[src/rtl/spi_flash_pkg.sv]
// Shared constants and FSM encoding for the W25Q16 SPI read master.
package spi_flash_pkg;
  localparam logic [7:0] CMD_READ      = 8'h03;
  localparam logic [7:0] CMD_FAST_READ = 8'h0B;
  localparam int         ADDR_BITS     = 24;

  typedef enum logic [3:0] {
    ST_IDLE     = 4'd0,
    ST_CS_SETUP = 4'd1,
    ST_CMD      = 4'd2,
    ST_ADDR     = 4'd3,
    ST_DUMMY    = 4'd4,
    ST_DATA     = 4'd5,
    ST_WAIT     = 4'd6,
    ST_CS_HOLD  = 4'd7,
    ST_CS_IDLE  = 4'd8
  } state_t;
endpackage

[src/rtl/spi_sclk_gen.sv]
// SCLK divider: CLK_DIV cycles low then CLK_DIV cycles high while enabled.
// Strobes mark the last cycle of each phase; disabling parks SCLK low.
module spi_sclk_gen #(
  parameter int CLK_DIV = 2
) (
  input  logic clk,
  input  logic rst,
  input  logic en,
  output logic sclk,
  output logic rise_stb,
  output logic fall_stb
);
  localparam logic [7:0] LAST = 8'(CLK_DIV - 1);

  logic [7:0] cnt;
  logic       phase;

  always_ff @(posedge clk) begin
    if (rst || !en) begin
      cnt   <= '0;
      phase <= 1'b0;
    end else if (cnt == LAST) begin
      cnt   <= '0;
      phase <= ~phase;
    end else begin
      cnt <= cnt + 8'd1;
    end
  end

  assign sclk     = phase;
  assign rise_stb = !phase && (cnt == LAST);
  assign fall_stb =  phase && (cnt == LAST);
endmodule

[src/rtl/spi_flash_reader.sv]
// SPI mode-0 read master for W25Q16: 03h + 24-bit address, then bytes out on valid/ready.
// Define SPI_FAST_READ_EN to issue 0Bh with 8 dummy SCLK cycles before data.
module spi_flash_reader
  import spi_flash_pkg::*;
#(
  parameter int CLK_DIV = 2,
  parameter int LEN_W   = 16
) (
  input  logic                 clk,
  input  logic                 rst,
  input  logic                 rd_start,
  input  logic [ADDR_BITS-1:0] rd_addr,
  input  logic [LEN_W-1:0]     rd_len,
  output logic                 rd_busy,
  output logic                 rd_done,
  output logic [7:0]           rx_data,
  output logic                 rx_valid,
  input  logic                 rx_ready,
  output logic                 spi_clk,
  output logic                 cs,
  output logic                 spi_mosi,
  input  logic                 spi_miso
);
`ifdef SPI_FAST_READ_EN
  localparam logic [7:0] OPCODE = CMD_FAST_READ;
`else
  localparam logic [7:0] OPCODE = CMD_READ;
`endif
  localparam logic [7:0] DLY_LAST = 8'(CLK_DIV - 1);

  state_t                 state, state_nxt;
  logic [7:0]             dly_cnt, dly_cnt_nxt;
  logic [4:0]             bit_cnt, bit_cnt_nxt;
  logic [ADDR_BITS+7:0]   tx_sr, tx_sr_nxt;
  logic [7:0]             rx_sr, rx_sr_nxt, rx_byte, rx_data_nxt;
  logic [LEN_W-1:0]       remain, remain_nxt;
  logic cs_nxt, mosi_nxt, busy_nxt, done_nxt, rx_valid_nxt;
  logic sclk_en, rise_stb, fall_stb, room, dly_end;

  spi_sclk_gen #(.CLK_DIV(CLK_DIV)) u_sclk (
    .clk(clk), .rst(rst), .en(sclk_en),
    .sclk(spi_clk), .rise_stb(rise_stb), .fall_stb(fall_stb)
  );

  // Output register has room if empty or being drained this cycle.
  assign room    = !rx_valid || rx_ready;
  assign dly_end = (dly_cnt == DLY_LAST);
  assign rx_byte = {rx_sr[6:0], spi_miso};

  always_comb begin
    state_nxt    = state;
    dly_cnt_nxt  = dly_cnt;
    bit_cnt_nxt  = bit_cnt;
    tx_sr_nxt    = tx_sr;
    rx_sr_nxt    = rx_sr;
    remain_nxt   = remain;
    cs_nxt       = cs;
    mosi_nxt     = spi_mosi;
    busy_nxt     = rd_busy;
    done_nxt     = 1'b0;
    rx_data_nxt  = rx_data;
    rx_valid_nxt = rx_valid && !rx_ready;
    sclk_en      = 1'b0;
    case (state)
      ST_IDLE: begin
        if (rd_done) begin
          busy_nxt = 1'b0;
        end else if (rd_start && !rd_busy) begin
          busy_nxt = 1'b1;
          if (rd_len == '0) begin
            done_nxt = 1'b1;
          end else begin
            state_nxt   = ST_CS_SETUP;
            cs_nxt      = 1'b0;
            tx_sr_nxt   = {OPCODE, rd_addr};
            remain_nxt  = rd_len;
            dly_cnt_nxt = '0;
          end
        end
      end
      ST_CS_SETUP: begin
        if (dly_end) begin
          state_nxt   = ST_CMD;
          dly_cnt_nxt = '0;
          bit_cnt_nxt = '0;
          mosi_nxt    = tx_sr[ADDR_BITS+7];
        end else begin
          dly_cnt_nxt = dly_cnt + 8'd1;
        end
      end
      ST_CMD, ST_ADDR: begin
        sclk_en = 1'b1;
        if (fall_stb) begin
          tx_sr_nxt   = tx_sr << 1;
          mosi_nxt    = tx_sr[ADDR_BITS+6];
          bit_cnt_nxt = bit_cnt + 5'd1;
          if (state == ST_CMD && bit_cnt == 5'd7) begin
            state_nxt   = ST_ADDR;
            bit_cnt_nxt = '0;
          end else if (state == ST_ADDR && bit_cnt == 5'(ADDR_BITS - 1)) begin
            mosi_nxt    = 1'b0;
            bit_cnt_nxt = '0;
`ifdef SPI_FAST_READ_EN
            state_nxt   = ST_DUMMY;
`else
            state_nxt   = ST_DATA;
`endif
          end
        end
      end
      ST_DUMMY: begin
        sclk_en = 1'b1;
        if (fall_stb) begin
          bit_cnt_nxt = bit_cnt + 5'd1;
          if (bit_cnt == 5'd7) begin
            state_nxt   = ST_DATA;
            bit_cnt_nxt = '0;
          end
        end
      end
      ST_DATA: begin
        sclk_en = 1'b1;
        // Hold off the first rising edge of a byte until its landing slot is free.
        if (rise_stb && bit_cnt == 5'd0 && !room) begin
          state_nxt = ST_WAIT;
          sclk_en   = 1'b0;
        end
        if (fall_stb) begin
          rx_sr_nxt   = rx_byte;
          bit_cnt_nxt = bit_cnt + 5'd1;
          if (bit_cnt == 5'd7) begin
            bit_cnt_nxt  = '0;
            rx_data_nxt  = rx_byte;
            rx_valid_nxt = 1'b1;
            remain_nxt   = remain - LEN_W'(1);
            if (remain == LEN_W'(1)) begin
              state_nxt   = ST_CS_HOLD;
              dly_cnt_nxt = '0;
            end
          end
        end
      end
      ST_WAIT: begin
        if (room) state_nxt = ST_DATA;
      end
      ST_CS_HOLD: begin
        if (dly_end) begin
          state_nxt   = ST_CS_IDLE;
          cs_nxt      = 1'b1;
          dly_cnt_nxt = '0;
        end else begin
          dly_cnt_nxt = dly_cnt + 8'd1;
        end
      end
      ST_CS_IDLE: begin
        if (dly_end) begin
          state_nxt   = ST_IDLE;
          done_nxt    = 1'b1;
          dly_cnt_nxt = '0;
        end else begin
          dly_cnt_nxt = dly_cnt + 8'd1;
        end
      end
      default: state_nxt = ST_IDLE;
    endcase
  end

  always_ff @(posedge clk) begin
    if (rst) begin
      state    <= ST_IDLE;
      dly_cnt  <= '0;
      bit_cnt  <= '0;
      tx_sr    <= '0;
      rx_sr    <= '0;
      remain   <= '0;
      cs       <= 1'b1;
      spi_mosi <= 1'b0;
      rd_busy  <= 1'b0;
      rd_done  <= 1'b0;
      rx_data  <= '0;
      rx_valid <= 1'b0;
    end else begin
      state    <= state_nxt;
      dly_cnt  <= dly_cnt_nxt;
      bit_cnt  <= bit_cnt_nxt;
      tx_sr    <= tx_sr_nxt;
      rx_sr    <= rx_sr_nxt;
      remain   <= remain_nxt;
      cs       <= cs_nxt;
      spi_mosi <= mosi_nxt;
      rd_busy  <= busy_nxt;
      rd_done  <= done_nxt;
      rx_data  <= rx_data_nxt;
      rx_valid <= rx_valid_nxt;
    end
  end
endmodule

[config.mk]
export PLATFORM = sky130hd
export DESIGN_NAME = spi_flash_reader
export DESIGN_NICKNAME = d
export VERILOG_FILES = /design/src/rtl/spi_flash_pkg.sv /design/src/rtl/spi_sclk_gen.sv /design/src/rtl/spi_flash_reader.sv
export SDC_FILE = /design/constraint.sdc
export NUM_CORES = 1
export LEC_CHECK = 0
export CORE_AREA = 3 3 123 125
export DETAILED_ROUTE_END_ITERATION = 8
export DIE_AREA = 0 0 126 128
export PLACE_DENSITY = 0.5
export SLEW_MARGIN = 25
export SYNTH_ARGS = -nofsm -noshare
export SYNTH_HDL_FRONTEND = slang
export SYNTH_SLANG_ARGS = --single-unit
[constraint.sdc]
create_clock -name clk -period 5.5 [get_ports clk]
set_input_delay 1.1 -clock clk [delete_from_list [all_inputs] [get_ports clk]]
set_output_delay 1.1 -clock clk [all_outputs]
set_load 0.03 [all_outputs]
Yosys cells after proc, flatten, opt, wreduce, memory -nomap -nowiden
Index checks and enable logic that the tools add are counted.
{"block": "totals", "ramBits": 0, "inputBits": 45, "word_cells": 153, "regBits": 94, "mem_count": 0, "mem_bits_ro": 0, "out_inout_bits": 14, "latchBits": 0}
{"block": "op_classes", "n_bitwise": 1, "shifts": 0, "addsub": 4, "order_cmp": 0, "eq_ne": 28, "mux": 65, "n_div": 0, "n_reduce_logical": 41, "mul": 0}
{"cell": "$mux W32", "n": 4}
{"cell": "$mux W16", "n": 5}
{"cell": "$mux W4", "n": 16}
{"cell": "$pmux W32 S2", "n": 1}
{"cell": "$mux W8", "n": 7}
{"cell": "$pmux W16 S2", "n": 1}
{"cell": "$pmux W4 S8", "n": 1}
{"cell": "$mux W5", "n": 6}
{"cell": "$ne A2 B2 Y1 const B", "n": 13}
{"cell": "$pmux W8 S3", "n": 1}
{"cell": "$mux W1", "n": 18}
{"cell": "$add A8 B1 Y8 const B", "n": 2}
{"cell": "$eq A16 B1 Y1 const B", "n": 1}
{"cell": "$eq A4 B3 Y1 const B", "n": 4}
{"cell": "$eq A8 B1 Y1 const B", "n": 2}
{"cell": "$logic_not A16 Y1", "n": 1}
{"cell": "$sub A16 B1 Y16 const B", "n": 1}
{"cell": "$pmux W5 S3", "n": 1}
{"cell": "$reduce_and A11 Y1", "n": 1}
{"cell": "$reduce_and A5 Y1", "n": 2}
{"cell": "$reduce_bool A2 Y1", "n": 5}
{"cell": "$eq A4 B2 Y1 const B", "n": 2}
{"cell": "$logic_and A1 B1 Y1", "n": 8}
{"cell": "$pmux W1 S2", "n": 4}
{"cell": "20 further kinds", "n": 32}

Depth between registers and ports, before layout
{"block": "depth", "ltp_word": 9, "ltp_mapped": 9, "mapped_depth_nobuf": 7}

Modules after synthesis
From an unflattened synthesis, not the netlist that was laid out.
{"block": "unflattened", "hier_cells": 601, "area_unflattened_um2": 4981.0}
{"module": "spi_flash_reader", "seq_area_each_um2": 1701.6, "cells_per_inst": 555, "instances": 1, "area_per_inst_um2": 4581.9}
{"module": "spi_sclk_gen", "seq_area_each_um2": 180.2, "cells_per_inst": 46, "instances": 1, "area_per_inst_um2": 399.1}

Worst setup path after synthesis
Ideal clock, no wire load.
{"block": "synth_timing", "path_type": "input to register", "startpoint": "input rd_start", "endpoint": "register tx_sr[27]", "required_ns": 5.399, "arrival_time_ns": 2.520, "setup_slack_ns": 2.879, "cell_stages": 5, "setup_time_ns": 0.101, "path_buffers": 1, "path_cell_list": "or3b_1 > o21a_1 > clkbuf_1 > or3_1 > o41ai_1"}
{"block": "synth_via", "elab_chain_len": 3}
{"item": "from (decl)", "line": "spi_flash_reader.sv:11", "source": "input logic rd_start,"}
{"item": "$logic_and A1 B1 Y1", "line": "spi_flash_reader.sv:68", "source": "end else if (rd_start && !rd_busy) begin"}
{"item": "$ne A2 B2 Y1 (no source line)"}
{"item": "$reduce_and A5 Y1 (no source line)"}
{"item": "to (signal assigned)", "line": "spi_flash_reader.sv:186", "source": "tx_sr <= tx_sr_nxt;"}
{"item": "to (decl)", "line": "spi_flash_reader.sv:34", "source": "logic [ADDR_BITS+7:0] tx_sr, tx_sr_nxt;"}
No other way between the ends.
A chain may end at the register's enable or synchronous reset.

Final worst setup path
{"block": "layout_timing", "startpoint": "input rd_start", "endpoint": "register remain[3]"}
{"block": "layout_via", "elab_chain_len": 3}
{"item": "$logic_and A1 B1 Y1", "line": "spi_flash_reader.sv:68"}
{"item": "$ne A2 B2 Y1 (no source line)"}
{"item": "$reduce_and A6 Y1 (no source line)"}
{"item": "to (signal assigned)", "line": "spi_flash_reader.sv:188", "source": "remain <= remain_nxt;"}
{"item": "to (decl)", "line": "spi_flash_reader.sv:36", "source": "logic [LEN_W-1:0] remain, remain_nxt;"}
No other way between the ends.

==> impl_metrics.csv <==
group,metric,value,unit
floorplan,rows,43,
placement,place.port_buffers,58,
clocking,cts_buffers,9,
synthesis,synth_top_flop_cell,"dfxtp_1",
flow_run,maxCapViolations,0,
floorplan,num_io_pins,59,
floorplan,die_area,16100,um2
synthesis,synthTopCellsByCount,"95 x nand2_1, 94 x dfxtp_1, 72 x a21oi_1",
worst_setup_path,reg2regPathDepth,6,
placement,postPlaceCellArea,5580,um2
worst_setup_path,reg2reg_to,"rx_data[3]",
clocking,cts_tree,"done",
worst_setup_path,crit_fanout,34,
power,p_leak,1.98,nW
drt,route.met3.wl,642,um
timing,hold_violations,0,
min_path,hold_class,"reg -> reg",
cells_and_area,multi_input_area,2790,um2
drt,initialDrtViolationCount,410,
synthesis,yosysTopAreaCell,"dfxtp_1",
worst_setup_path,r2r-start,"u_sclk.cnt[0]",
worst_setup_path,worstPathRequired,5.75,ns
drt,drt-wirelength-per-cell,16.2,um
timing,grt_setup_unrepaired,"false",
min_path,worstHoldPathCells,2,
floorplan,core_area,14000,um2
timing,relSlewSlack,0.313,
run_status,outcome,"completed",
power,power.density,437,nW/um2
clocking,htree_levels,3,
drt,top_layer,"met4",
cells_and_area,syn2layout_area_growth,20.0,%
global_route,antenna_found_initial,0,
power,internal-power,1.55,mW
synthesis,synth-seq-cells,94,
floorplan,die_x,126,um
synthesis,synthDistinctLibCells,63,
global_route,gr-usage-all-layers,0.164,
clocking,ctsResizeCount,0,
cells_and_area,antenna_cells,0,
worst_setup_path,cp_data_arrival_time,3.36,ns
power,p_comb_frac,0.379,
synthesis,synth_fa_ha_area_frac,0.0204,
synthesis,yosys.area_share.simple,0.278,
clocking,path_clk_slew,0.07,ns
synthesis,synth-edff-count,0,
clocking,insertion_delay,0.35,ns
cells_and_area,nFillCells,1440,
synthesis,synth-seq-area-share,0.384,
power,p_clk_frac,0.247,
worst_setup_path,rrSetupSlack,2.71,ns
synthesis,synth_area_leaders,"dfxtp_1 38%, a21oi_1 7.4%, nand2_1 7.3%, a311oi_1 5.2%, nor2_1 3.0%",
cells_and_area,ff_latch_area,1880,um2
timing,fmax,321,MHz
timing,post-route-period-util,0.566,
worst_setup_path,worstSetupStartpointType,"input pin",
clocking,cts_sinks,94,
drt,first_pass_iters,5,
drt,vias,4723,
placement,gp_congestion,0.883,
drt,drc,0,
timing,finalSetupTns,0,ns
synthesis,ys_async_sr_fraction,0,
synthesis,syn_inst,610,
drt,wl_met1,6150,um
synthesis,synth-xor-area-share,0.0161,
global_route,grt_max_degree,86,
min_path,min_delay_worst_endpoint,"rx_data[2]",
timing,tightest_slew,1.03,ns
placement,dp_hpwl,8880,um
synthesis,avgSynthCellArea,8.03,um2
synthesis,ys.warnings.count,0,
cells_and_area,final_area,5880,um2
worst_setup_path,critical_path_class,"in -> reg",
drt,avgViaCountPerCell,5.71,
timing,setup-violations-final,0,
worst_setup_path,crit_path_end_kind,"flip-flop",
timing,period_minus_slack,3.11,ns
synthesis,synth_nets,663,
drt,drtAntennaViolNets,0,
synthesis,synth-compound-area-share,0.242,
cells_and_area,drive_gt1_frac,0.0665,
timing,slew_violations,0,
synthesis,synth_top_family_by_area,"simple AND/OR/NAND/NOR gates",
min_path,hold_start,"rx_data[2]",
floorplan,die_h,128,um
cells_and_area,fin_nets,695,
synthesis,synth_mux_area_frac,0.0123,
floorplan,start_util,0.350,
timing,clock_skew,0.0107,ns
synthesis,synth_most_common_cell,"nand2_1",
drt,wl_met2,6350,um
clocking,clk_path_buf_depth,2,
power,vdd_drop_max,0.167,mV
clocking,ctsHoldBuffers,0,
global_route,grt_pass1_wl,21900,um
synthesis,synth_top_area_share,0.384,
power,p_switching,1.02,mW
power,switching_share,0.396,
synthesis,synth_area,4900,um2
clocking,root_buffer,"clkbuf_16",
drt,drt_wl_total,13400,um
clocking,cts_setup_buffers,0,
power,pwr-share-seq,0.374,
global_route,overflow,0,
global_route,grt_pass1_vias,4290,
## sequential cells by signal (all words and copies together) (netlist names)
| signal | flops |
|---|---|
| rx_sr | 7 |
| u_sclk.cnt | 8 |
| remain | 16 |
| spi_mosi | 1 |
| u_sclk.sclk | 1 |
| dly_cnt | 8 |
| tx_sr | 32 |
| rd_busy | 1 |
| cs | 1 |
| state | 4 |
| rx_data | 8 |
| bit_cnt | 5 |
| rx_valid | 1 |
| rd_done | 1 |
## metrics by stage
step                utilization  cells  setup WS (ns)  power, mW  hold slack [ns]
floorplan                     -    610           2.88       1.67            0.434
global placement          0.399    811           2.05       1.93            0.443
detailed placement        0.399    811           2.02       1.94            0.447
CTS                       0.420    827           2.39       2.59            0.457
global route              0.420    827           2.25       2.74            0.476
finish                    0.420    827           2.39       2.57            0.453
## power groups by stage
stage                     sequential [mW]  combinational [mW]  clock, mW
after floorplan                     0.933               0.742          0
after detailed placement            0.970               0.974          0
after CTS                           0.957               0.976      0.655
final                               0.960               0.973      0.635
after global placement              0.965               0.965          0
after global routing                0.978                1.07      0.689
## logic make-up (layout without fill, tap and decap cells)
family / after synthesis / in the layout
flops: 94 / 94
buf+inv: 58 / 95
xor+xnor: 9 / 9
compound gates: 176 / 176
fa+ha+maj: 8 / 8
mux: 6 / 6
simple gates: 259 / 259
## worst max path at each step
stage                     startpoint          to  slack [ns]  depth (start not counted)
after floorplan             rd_start   tx_sr[27]        2.88                          5
after detailed placement    rd_start  remain[14]        2.02                          6
final                       rd_start   remain[3]        2.39                          6
after global placement      rd_start  remain[10]        2.05                          6
after global routing       rd_len[2]   tx_sr[20]        2.25                          8
after CTS                   rd_start   remain[3]        2.39                          6
## layout by cell type, fill, tap and decap left out, types with 5 or more instances in the layout
cell type	instances
nand2_1	95
dfxtp_1	94
a21oi_1	72
clkdlybuf4s50_1	57
nor2_1	38
a311oi_1	29
nand3_1	28
inv_1	12
nor3_1	12
o31ai_1	12
or3_1	11
nand4_1	10
nor4_1	9
a211oi_1	9
o21ai_0	9
clkbuf_16	9
o311ai_0	8
ha_1	8
buf_4	8
and3_1	7
mux2i_1	6
or4_1	5
nand3b_1	5
nand2b_1	5
xnor2_1	5
## area by class of cell
class	count	share of cell area
clock buffers	10	0.0389
clock inverters	6	0.0117
inverters	13	0.00830
multi-input cells	458	0.475
flip-flops and latches	94	0.320
well taps	180	0.0383
repair buffers	66	0.108
## critical path, stage by stage
cell             delay [ns]
clkdlybuf4s50_1        0.47
or3b_1                 0.44
o21ai_2                0.16
buf_4                  0.35
nand2_1                0.44
o31ai_1                0.39
## layer usage
metal | vias up | track usage
met1 | 2245 | 0.223
li1 | 2330 | -
met5 | - | 0
met4 | 0 | 0.0599
met2 | 129 | 0.262
met3 | 19 | 0.0267
No activity file was read; power rests on OpenSTA's default activity.
